[src/rtl/hamming_pkg.sv]
// Shared helpers for the Hamming SECDED encoder/decoder family: code geometry
// and the error classification produced by the decoder.
package hamming_pkg;

  typedef enum logic [1:0] {
    CLS_CLEAN,
    CLS_SINGLE,
    CLS_PARITY,
    CLS_DOUBLE
  } err_class_e;

  // Smallest r with 2^r >= data_w + r + 1; the bound covers data_w up to 64.
  function automatic int par_w(input int data_w);
    int r;
    r = 1;
    for (int k = 1; k < 8; k++) begin
      if ((1 << r) < data_w + r + 1) r = k + 1;
    end
    return r;
  endfunction

  function automatic bit is_pow2(input int i);
    return (i > 0) && ((i & (i - 1)) == 0);
  endfunction

  function automatic int data_pos(input int j);
    int cnt;
    int pos;
    cnt = 0;
    pos = 0;
    for (int i = 1; i < 128; i++) begin
      if (!is_pow2(i)) begin
        if (cnt == j) pos = i;
        cnt++;
      end
    end
    return pos;
  endfunction

endpackage

[src/rtl/hamming_secded_dec_if.sv]
// Valid/ready stream bundle of the SECDED decoder: codeword in, data and
// error flags out.
interface hamming_secded_dec_if #(
  parameter int DATA_W = 4
);
  import hamming_pkg::*;

  localparam int PAR_W = par_w(DATA_W);
  localparam int CW_W  = DATA_W + PAR_W + 1;

  logic              in_valid;
  logic              in_ready;
  logic [CW_W-1:0]   in_cw;
  logic              correct_en;
  logic              out_valid;
  logic              out_ready;
  logic [DATA_W-1:0] out_data;
  logic [PAR_W-1:0]  out_syndrome;
  logic              out_err_single;
  logic              out_err_double;

  modport master (
    output in_valid, in_cw, correct_en, out_ready,
    input  in_ready, out_valid, out_data, out_syndrome, out_err_single, out_err_double
  );

  modport slave (
    input  in_valid, in_cw, correct_en, out_ready,
    output in_ready, out_valid, out_data, out_syndrome, out_err_single, out_err_double
  );

endinterface

[src/rtl/hamming_syndrome.sv]
// Combinational Hamming syndrome and overall parity of a SECDED codeword
// whose bit 0 is the overall parity bit.
module hamming_syndrome #(
  parameter int CW_W  = 8,
  parameter int PAR_W = $clog2(CW_W)
) (
  input  logic [CW_W-1:0]  cw,
  output logic [PAR_W-1:0] s,
  output logic             p
);

  always_comb begin
    s = '0;
    for (int i = 1; i < CW_W; i++) begin
      if (cw[i]) s = s ^ PAR_W'(i);
    end
    p = ^cw;
  end

endmodule

[src/rtl/hamming_secded_dec.sv]
// Two-stage pipelined SECDED decoder with a global stall, detect-only mode
// and saturating corrected/uncorrectable counters.
module hamming_secded_dec
  import hamming_pkg::*;
#(
  parameter int DATA_W = 4,
  parameter int CNT_W  = 16
) (
  input  logic                 clk,
  input  logic                 rst_n,
  hamming_secded_dec_if.slave  bus,
  input  logic                 clr_cnt,
  output logic [CNT_W-1:0]     corr_cnt,
  output logic [CNT_W-1:0]     uncorr_cnt
);

  localparam int PAR_W = par_w(DATA_W);
  localparam int CW_W  = DATA_W + PAR_W + 1;

  logic              en;
  logic [PAR_W-1:0]  syn_d;
  logic              par_d;
  logic              s1_valid;
  logic              s1_corr_en;
  logic              s1_par;
  logic [CW_W-1:0]   s1_cw;
  logic [PAR_W-1:0]  s1_syn;
  err_class_e        cls;
  logic [CW_W-1:0]   cw_fix;
  logic [DATA_W-1:0] data_ext;
  logic              unused_cw_bits;

  // One enable stalls both stages together, so a held output freezes the pipe.
  assign en           = !bus.out_valid || bus.out_ready;
  assign bus.in_ready = en;

  hamming_syndrome #(
    .CW_W  (CW_W),
    .PAR_W (PAR_W)
  ) u_syndrome (
    .cw (bus.in_cw),
    .s  (syn_d),
    .p  (par_d)
  );

  always_ff @(posedge clk or negedge rst_n) begin
    if (!rst_n) begin
      s1_valid   <= 1'b0;
      s1_cw      <= '0;
      s1_corr_en <= 1'b0;
      s1_syn     <= '0;
      s1_par     <= 1'b0;
    end else if (en) begin
      s1_valid   <= bus.in_valid;
      s1_cw      <= bus.in_cw;
      s1_corr_en <= bus.correct_en;
      s1_syn     <= syn_d;
      s1_par     <= par_d;
    end
  end

  // Syndromes pointing past the last codeword bit only arise in shortened codes.
  always_comb begin
    cls = CLS_CLEAN;
    if (s1_syn == '0) begin
      cls = s1_par ? CLS_PARITY : CLS_CLEAN;
    end else if (s1_par && (int'(s1_syn) <= CW_W - 1)) begin
      cls = CLS_SINGLE;
    end else begin
      cls = CLS_DOUBLE;
    end
  end

  assign cw_fix = (cls == CLS_SINGLE && s1_corr_en) ? (s1_cw ^ (CW_W'(1) << s1_syn)) : s1_cw;

  for (genvar j = 0; j < DATA_W; j++) begin : g_extract
    localparam int POS = data_pos(j);
    assign data_ext[j] = cw_fix[POS];
  end

  assign unused_cw_bits = ^cw_fix;

  always_ff @(posedge clk or negedge rst_n) begin
    if (!rst_n) begin
      bus.out_valid      <= 1'b0;
      bus.out_data       <= '0;
      bus.out_syndrome   <= '0;
      bus.out_err_single <= 1'b0;
      bus.out_err_double <= 1'b0;
    end else if (en) begin
      bus.out_valid      <= s1_valid;
      bus.out_data       <= data_ext;
      bus.out_syndrome   <= s1_syn;
      bus.out_err_single <= s1_valid && (cls == CLS_SINGLE || cls == CLS_PARITY);
      bus.out_err_double <= s1_valid && (cls == CLS_DOUBLE);
    end
  end

  always_ff @(posedge clk or negedge rst_n) begin
    if (!rst_n) begin
      corr_cnt   <= '0;
      uncorr_cnt <= '0;
    end else if (clr_cnt) begin
      corr_cnt   <= '0;
      uncorr_cnt <= '0;
    end else if (bus.out_valid && bus.out_ready) begin
      if (bus.out_err_single && corr_cnt != '1) corr_cnt <= corr_cnt + CNT_W'(1);
      if (bus.out_err_double && uncorr_cnt != '1) uncorr_cnt <= uncorr_cnt + CNT_W'(1);
    end
  end

endmodule
[src/flat_wrapper.sv]
// flat-port wrapper written by rule: the top's interface ports become plain ports
module hamming_secded_dec_flat import hamming_pkg::*;
#(
  parameter int DATA_W = 4,
  parameter int CNT_W  = 16
)
  (clk, rst_n, clr_cnt, corr_cnt, uncorr_cnt, bus_in_valid, bus_in_cw, bus_correct_en, bus_out_ready, bus_in_ready, bus_out_valid, bus_out_data, bus_out_syndrome, bus_out_err_single, bus_out_err_double);
  hamming_secded_dec_if #(.DATA_W(DATA_W)) bus_i ();
  input  logic clk;
  input  logic rst_n;
  input  logic clr_cnt;
  output logic [CNT_W-1:0] corr_cnt;
  output logic [CNT_W-1:0] uncorr_cnt;
  input wire logic [$bits(bus_i.in_valid)-1:0] bus_in_valid;
  input wire logic [$bits(bus_i.in_cw)-1:0] bus_in_cw;
  input wire logic [$bits(bus_i.correct_en)-1:0] bus_correct_en;
  input wire logic [$bits(bus_i.out_ready)-1:0] bus_out_ready;
  output wire logic [$bits(bus_i.in_ready)-1:0] bus_in_ready;
  output wire logic [$bits(bus_i.out_valid)-1:0] bus_out_valid;
  output wire logic [$bits(bus_i.out_data)-1:0] bus_out_data;
  output wire logic [$bits(bus_i.out_syndrome)-1:0] bus_out_syndrome;
  output wire logic [$bits(bus_i.out_err_single)-1:0] bus_out_err_single;
  output wire logic [$bits(bus_i.out_err_double)-1:0] bus_out_err_double;
  assign bus_i.in_valid = bus_in_valid;
  assign bus_i.in_cw = bus_in_cw;
  assign bus_i.correct_en = bus_correct_en;
  assign bus_i.out_ready = bus_out_ready;
  assign bus_in_ready = bus_i.in_ready;
  assign bus_out_valid = bus_i.out_valid;
  assign bus_out_data = bus_i.out_data;
  assign bus_out_syndrome = bus_i.out_syndrome;
  assign bus_out_err_single = bus_i.out_err_single;
  assign bus_out_err_double = bus_i.out_err_double;
  hamming_secded_dec #(.DATA_W(DATA_W), .CNT_W(CNT_W)) u_core (.clk(clk), .rst_n(rst_n), .bus(bus_i), .clr_cnt(clr_cnt), .corr_cnt(corr_cnt), .uncorr_cnt(uncorr_cnt));
endmodule
[config.mk]
export PLATFORM = sky130hd
export DESIGN_NAME = hamming_secded_dec_flat
export DESIGN_NICKNAME = d
export VERILOG_FILES = /design/src/rtl/hamming_pkg.sv /design/src/rtl/hamming_secded_dec_if.sv /design/src/rtl/hamming_syndrome.sv /design/src/rtl/hamming_secded_dec.sv /design/src/flat_wrapper.sv
export SDC_FILE = /design/constraint.sdc
export NUM_CORES = 1
export LEC_CHECK = 0
export CAP_MARGIN = 20
export CORE_ASPECT_RATIO = 1.25
export CORE_MARGIN = 4
export CORE_UTILIZATION = 55
export DETAILED_ROUTE_END_ITERATION = 6
export PLACE_DENSITY_LB_ADDON = 0.12
export SLEW_MARGIN = 0
export SYNTH_ARGS = -nofsm -noshare
export SYNTH_HDL_FRONTEND = slang
export SYNTH_HIERARCHICAL = 1
export SYNTH_SLANG_ARGS = --single-unit
[constraint.sdc]
create_clock -name clk -period 5.1 [get_ports clk]
set_input_delay 1.02 -clock clk [delete_from_list [all_inputs] [get_ports clk]]
set_output_delay 1.02 -clock clk [all_outputs]
set_load 0.005 [all_outputs]
* Word level (Yosys, flattened, before mapping)
Cells that the tools add are included.
** Word-level totals
- Bits in registers :: 56
- Bits in latches :: 0
- Memory bits (writable) :: 0
- ROM bits :: 0
- Output and inout port bits :: 43
- Memories :: 0
** Operators by class
- Add/subtract/negate cells :: 2
- Multiply operators :: 0
- Div/mod/pow operators :: 0
- $lt $le $gt $ge :: 0
- Equal/unequal tests :: 5
- Shift-type cells :: 1
- Multiplexer cells :: 17
- Bitwise gates (word level) :: 7
- Reduce and logical (&&, ||, !) cells :: 16
** Operator list (count)
- 16-bit two-way mux :: 6
- 16-bit by 1-bit adder with 16-bit output, second input constant :: 2
- 16-bit != test, second input constant :: 2
- 3-bit two-way mux :: 4
- 2-bit two-way mux :: 5
- 8-bit two-way mux :: 1
- 8-bit XOR reduction :: 1
- 1-bit by 3-bit left shift with 8-bit output, first input constant :: 1
- 8-bit bitwise XOR :: 1
- 1-bit logical AND :: 6
- 2-bit NOT :: 3
- 2-bit nonzero test :: 3
- 2-bit == test, second input constant :: 2
- 2-bit AND reduction :: 2
- 3-bit logical NOT :: 1
- 3-bit NOT :: 1
- 2-bit by 1-bit == test with 1-bit output, second input constant :: 1
- 1-bit logical OR :: 2
- 1-bit NOT, first input constant :: 2
- 1-bit logical NOT :: 1
- 1-bit two-way mux :: 1

* Longest topological paths before layout
Gate-level depths: netlist of the first run.
- Word-level depth :: 11
- Depth in mapped cells :: 6
- Gate-level depth less buffers :: 6

* Hierarchy
The synthesis of the first run kept the hierarchy.
** By module, submodules not included
- hamming_secded_dec :: times used 1, cells each 254, area an instance 2627.5 um^2, sequential area each 1301.2 um^2
- hamming_syndrome :: times used 1, cells each 11, area an instance 103.8 um^2, sequential area each 0.0 um^2

* Worst setup path before layout of the first run
No wires, ideal clock.
- Path type :: input to output
- From :: input bus_out_ready
- To :: output bus_in_ready
- Arrival :: 1.879 ns
- Required time :: 4.080 ns
- Path slack :: 2.201 ns
- Stages on the path :: 4
- Cell sequence :: and2b_2 -> clkbuf_1 -> clkbuf_1 -> inv_1
** Between the ends
- Word-level cells in the longest chain between the ends :: 1
** Ends and longest elaborated chain
- from (decl) :: RTL line flat_wrapper.sv:17 : input wire logic [$bits(bus_i.out_ready)-1:0] bus_out_ready;
- 1-bit logical OR :: RTL line hamming_secded_dec.sv:34 : assign en = !bus.out_valid || bus.out_ready;
- to (decl) :: RTL line flat_wrapper.sv:18 : output wire logic [$bits(bus_i.in_ready)-1:0] bus_in_ready;
Every way passes these cells.

* Worst setup path in the final report of the first run
Ends and elaborated chain as after synthesis.

==> run_results.csv, run 1 <==
group,metric,value,unit
final_layout,num_antenna_cells,0,
power_and_ir_drop,p_per_area,271,nW/um^2
timing,timing.fmax,274,MHz
yosys,synth_area_leaders,"dfrtp_1 (48%), xnor2_1 (7.7%), mux2_2 (6.2%), nor2_1 (5.1%), nand4_1 (3.0%)",
drt,wl_per_cell,14.5,um
global_route,antenna_found_initial,0,
timing,setup_tns,0,ps
global_route,grt_pass1_wl,9390,um
worst_setup_path,cp.depth,4,
worst_hold_path,hp-class,"flop to flop",
clocking,cts_tree,"done",
worst_setup_path,cp_slowest_cell,"and2b_2",
power_and_ir_drop,ir_drop,0.000226,V
drt,drt_first_pass_iters,4,
timing,finalHoldViolCount,0,
timing,tightestPinTransition,755,ps
timing,relSlewSlack,49.2,%
drt,finalWirelength,5570,um
yosys,synth_top_family_by_area,"simple AND/OR/NAND/NOR gates",
yosys,syn_nets,281,
die,coreArea,4760,sq um
final_layout,nNetsFinal,338,
drt,drt_iter0_drc,135,
timing,setup_slack,1450,ps
place,post-place-ws,1450,ps
worst_setup_path,r2r_end,"u_core/corr_cnt[11]",
worst_setup_path,worstPathRequired,4080,ps
global_route,grt_pass1_vias,2055,
power_and_ir_drop,p_leak,1.37,nW
power_and_ir_drop,fin_total_pwr,0.000933,W
place,gp_congestion,0.776,
worst_setup_path,crit_buf_inv,3,
worst_hold_path,whs_path_depth,2,
place,dp_hpwl,4030,um
yosys,yosysTopAreaCell,"dfrtp_1",
timing,skew,4.64,ps
worst_setup_path,cp-startpoint,"bus_out_ready",
drt,drc,0,
global_route,grt_remaining_overflow,0,
die,die_h,86.8,um
yosys,synth_mux_area_share,7.33,%
worst_setup_path,crit_end,"bus_in_ready",
worst_setup_path,worstPathArrival,2630,ps
clocking,cts-htree-levels,2,
die,start_util,57.3,%
yosys,yosys_warnings,6,
drt,vias,2085,
yosys,synth_area_per_cell,10.3,sq um
final_layout,final_layout_size_suffix_gt1_share,12.7,%
clocking,clockRootBuffer,"clkbuf_8",
clocking,cts_buffer_depth,2,
worst_setup_path,r2r_start,"u_core/corr_cnt[6]",
clocking,post_cts_buffers,0,
worst_setup_path,cp_top_family,"buffers and inverters",
worst_setup_path,cp_max_fo,28,
worst_setup_path,crit_chain,"clkdlybuf4s50_1, and2b_2, inv_1, clkdlybuf4s50_1",
clocking,clk_pin_slew_worst_paths,90,ps
timing,finalSetupViolations,0,
worst_setup_path,crit_path_frequent_cell,"clkdlybuf4s50_1",
worst_setup_path,max_stage_delay,570,ps
yosys,ys_ff_latch,52,
global_route,grt_usage,19.0,%
yosys,yosys.area_share.simple,23.5,%
worst_setup_path,critical_path_class,"primary input to primary output",
die,ios,57,
outcome,status,"finished clean",
worst_setup_path,regToRegSetupSlack,3160,ps
timing,slew_viol_final,0,
final_layout,final_cell_mix,"clkdlybuf4s50_1 (55), dfrtp_1 (52), nor2_1 (37), xnor2_1 (24)",
timing,min_period,3650,ps
die,die_w,71.0,um
yosys,syn_inst,265,
die,core.rowCount,28,
clocking,cts_buffers,5,
drt,drt.antenna.violating_nets,0,
yosys,netlist_area,2730,sq um
final_layout,final_common_cell,"clkdlybuf4s50_1",
yosys,synth_xor_xnor_area_share,11.2,%
yosys,ys_seq_area_share,47.6,%
worst_setup_path,start_kind,"primary input",
die,dieArea,6160,sq um
clocking,post_cts_resized,0,
worst_setup_path,reg2regPathDepth,5,
final_layout,area_delta_synth_final,26.0,%
yosys,synth_cell_types,45,
yosys,synth-compound-area-share,7.15,%
drt,routed_via_density,5.44,
timing,period_share,71.5,%
clocking,cts.sinks,52,
timing,hold_slack,485,ps
clocking,ctsHoldBuffers,0,
clocking,clk_latency,300,ps
yosys,synthAdderAreaFrac,0.916,%
job,cap_violations,0,
timing,rsz0062_at_grt,"no",
yosys,synth_top_area_share,47.6,%
worst_setup_path,end_kind,"primary output",
global_route,grt_max_degree,53,
place,port_buffers,56,
==> logic make-up (layout without fill, tap and decap cells) <==
kind of cell	after synthesis	count (layout)
simple gates	117	117
mux	18	18
buf+inv	13	71
fa+ha+maj	2	2
flops	52	52
xor+xnor	34	34
compound gates	29	29
==> cell usage after synthesis <==
cell           count
o311ai_0           1
o21ai_0            9
clkbuf_1           6
nor2_1            37
and2_4             1
inv_1              5
nand3_4            1
a21oi_4            1
o211ai_1           2
mux2i_1            2
mux2_2            15
and3_2             1
or3_1              1
o2111ai_1          1
a2111oi_0          1
nand3_1           14
mux2_1             1
and4_1             4
xor2_2             1
a31o_2             4
nor4_1             1
nand4_1           13
dlygate4sd1_1      1
nor4_4             1
buf_6              1
xnor2_1           24
nand2b_1           6
nor3_1             4
dfrtp_1           52
nor3b_1            4
o21bai_1           1
a31oi_1            2
or4_4              1
or4_1              1
and3_1             3
a21oi_1            6
nor4b_1            1
nor2b_1            3
and2b_2            2
nand2_1           15
or2_2              2
xor2_1             9
nor2_4             1
ha_1               2
a211oi_1           1
==> worst min path at each step <==
stage | to | slack [ps] | from
final | u_core/bus.out_data[3] | 480 | u_core/bus.out_data[3]
after global routing | u_core/bus.out_data[0] | 530 | u_core/bus.out_data[0]
after CTS | u_core/bus.out_data[3] | 490 | u_core/bus.out_data[3]
after detailed placement | u_core/bus.out_data[3] | 470 | u_core/bus.out_data[3]
after global placement | u_core/bus.out_data[0] | 460 | u_core/bus.out_data[0]
after floorplan | u_core/bus.out_data[0] | 470 | u_core/bus.out_data[0]
==> power by group <==
group          leakage (nW)  internal, W  total (W)  switching [W]
clock                0.0552     0.000146   0.000275       0.000129
sequential            0.684     0.000452   0.000489      0.0000372
combinational         0.635    0.0000998   0.000169      0.0000693
==> tightest hold or removal path, stage by stage (launching register included) <==
cell	delay (ps)
dfrtp_1	350
nand2_1	40
o21ai_0	60
==> metal layers <==
| metal | track usage [%] | vias up | wire length, um |
|---|---|---|---|
| met4 | 6.15 | 0 | 68 |
| met2 | 33.8 | 48 | 2980 |
| met3 | 4.06 | 6 | 226 |
| met1 | 22.8 | 993 | 2300 |
| li1 | - | 1038 | - |
| met5 | 0 | - | 0 |
==> sequential cells by signal, indices dropped and copies added, names as in the netlist <==
| register | count |
|---|---|
| u_core/bus.out_syndrome | 3 |
| u_core/bus.out_data | 4 |
| u_core/s1_cw | 4 |
| u_core/bus.out_err_double | 1 |
| u_core/s1_corr_en | 1 |
| u_core/s1_par | 1 |
| u_core/s1_syn | 3 |
| u_core/uncorr_cnt | 16 |
| u_core/bus.out_valid | 1 |
| u_core/s1_valid | 1 |
| u_core/bus.out_err_single | 1 |
| u_core/corr_cnt | 16 |
==> through the flow <==
step,cells,cell area (sq um),utilization [%]
after floorplan,265,2730,-
after global placement,375,3330,70.0
after detailed placement,375,3330,70.0
after CTS,383,3440,72.2
after global routing,383,3440,72.2
final,383,3440,72.2
==> cell type report <==
type / instances / area, sq um
Fill cell: 370 / 1320
Inverter: 5 / 18.8
Multi-Input combinational cell: 200 / 1370
Sequential cell: 52 / 1300
Tap cell: 60 / 75.1
Clock buffer: 6 / 72.6
Clock inverter: 2 / 35.0
Timing Repair Buffer: 58 / 571
Note: power is estimated with default switching activity, not from simulation.
==> run 2: changes to the inputs <==
CORE_UTILIZATION = 51   (was 55)
clock period = 3.8 ns   (was 5.1 ns; I/O delays follow)
==> run_results.csv, run 2 (synthesis gave the netlist of run 1 again) <==
group,metric,value,unit
final_layout,nNetsFinal,339,
timing,slew_viol_final,0,
place,port_buffers,56,
clocking,clockRootBuffer,"clkbuf_8",
worst_setup_path,cp_max_fo,4,
global_route,grt_usage,18.2,%
timing,relSlewSlack,45.3,%
clocking,cts.sinks,52,
drt,routed_via_density,5.49,
drt,drc,0,
worst_setup_path,worstPathArrival,2130,ps
clocking,post_cts_buffers,0,
worst_setup_path,start_kind,"primary input",
die,die_w,73.5,um
timing,timing.fmax,346,MHz
final_layout,num_antenna_cells,0,
final_layout,final_layout_size_suffix_gt1_share,12.7,%
clocking,cts_buffer_depth,2,
worst_setup_path,crit_path_frequent_cell,"clkdlybuf4s50_1",
timing,finalHoldViolCount,0,
global_route,grt_remaining_overflow,0,
power_and_ir_drop,p_leak,1.36,nW
clocking,post_cts_resized,0,
place,post-place-ws,905,ps
final_layout,final_common_cell,"clkdlybuf4s50_1",
job,cap_violations,0,
worst_hold_path,whs_path_depth,2,
final_layout,top_regs,"u_core/corr_cnt (16), u_core/uncorr_cnt (16)",
worst_setup_path,cp_slowest_cell,"clkdlybuf4s50_1",
timing,period_share,76.0,%
timing,setup_tns,0,ps
drt,wl_per_cell,14.4,um
place,dp_hpwl,4050,um
die,core.rowCount,29,
worst_setup_path,worstPathRequired,3040,ps
drt,drt.antenna.violating_nets,0,
die,die_h,89.8,um
clocking,cts_tree,"done",
final_layout,final_cell_mix,"clkdlybuf4s50_1 (55), dfrtp_1 (52), nor2_1 (37), xnor2_1 (24)",
timing,setup_slack,912,ps
outcome,status,"finished clean",
clocking,clk_pin_slew_worst_paths,90,ps
worst_setup_path,reg2regPathDepth,5,
place,gp_congestion,0.818,
timing,skew,9.07,ps
power_and_ir_drop,p_per_area,344,nW/um^2
timing,finalSetupViolations,0,
worst_setup_path,crit_chain,"clkdlybuf4s50_1, and2b_2, inv_1, clkdlybuf4s50_1",
global_route,grt_pass1_wl,9690,um
global_route,antenna_found_initial,0,
power_and_ir_drop,ir_drop,0.000291,V
clocking,clk_latency,300,ps
worst_setup_path,critical_path_class,"primary input to primary output",
final_layout,area_delta_synth_final,25.3,%
worst_hold_path,hp-class,"flop to flop",
drt,finalWirelength,5550,um
die,start_util,53.4,%
die,dieArea,6600,sq um
worst_setup_path,end_kind,"primary output",
global_route,grt_pass1_vias,2089,
drt,drt_first_pass_iters,4,
timing,tightestPinTransition,815,ps
die,coreArea,5120,sq um
clocking,ctsHoldBuffers,0,
timing,rsz0062_at_grt,"no",
drt,vias,2112,
global_route,grt_max_degree,32,
die,ios,57,
clocking,cts-htree-levels,2,
timing,min_period,2890,ps
clocking,cts_buffers,5,
drt,drt_iter0_drc,49,
worst_setup_path,max_stage_delay,570,ps
-- run 2: changes by cell type in the layout (fill, tap and decap cells not counted) --
cell,previous run,this run
buf_4,2,3
bufinv_16,1,0
-- run 2: final cells by class --
class | instances | area (sq um)
timing repair buffer | 59 | 578
inverter | 5 | 18.8
tap | 62 | 77.6
clock inverter | 1 | 5.00
sequential | 52 | 1300
clock buffer | 6 | 72.6
fill | 428 | 1690
multi-input combinational | 200 | 1370
-- run 2: worst paths after layout --
check	from	slack, ps	endpoint
max	bus_out_ready	910	bus_in_ready
min	u_core/bus.out_data[0]	490	u_core/bus.out_data[0]
max reg2reg	u_core/corr_cnt[6]	1890	u_core/corr_cnt[11]
min reg2reg	u_core/bus.out_data[0]	490	u_core/bus.out_data[0]
max in group asynchronous	rst_n	2540	u_core/uncorr_cnt[6]
min in group asynchronous	rst_n	500	u_core/corr_cnt[12]
-- run 2: worst max-delay path: cells and delay by family --
| kind | cells | cell delay [ps] |
|---|---|---|
| buffers and inverters | 3 | 1110 |
| and+or+nand+nor | 1 | 260 |
-- run 2: metrics by stage --
stage | utilization (%) | std cells | hold slack, ps | power [W] | instance area (sq um)
CTS | 66.9 | 385 | 494 | 0.00120 | 3420
detailed placement | 65.4 | 378 | 473 | 0.000896 | 3340
global route | 66.9 | 385 | 533 | 0.00125 | 3420
finish | 66.9 | 385 | 486 | 0.00118 | 3420
floorplan | - | 265 | 464 | 0.000772 | 2730
global placement | 65.4 | 378 | 461 | 0.000890 | 3340
-- run 2: layer usage --
metal  vias up  routed length (um)  track usage (%)
met5         -                   0                0
met4         0                  91             7.85
met3         7                 256             3.79
met2        48                2720             28.2
met1      1014                2480             24.2
li1       1043                   -                -
-- run 2: power breakdown --
part / leakage [nW] / total [W] / internal [W] / switching [W]
Combinational: 0.640 / 0.000225 / 0.000135 / 0.0000900
Sequential: 0.684 / 0.000655 / 0.000606 / 0.0000486
Clock: 0.0410 / 0.000296 / 0.000126 / 0.000171
Total: 1.36 / 0.00118 / 0.000867 / 0.000309
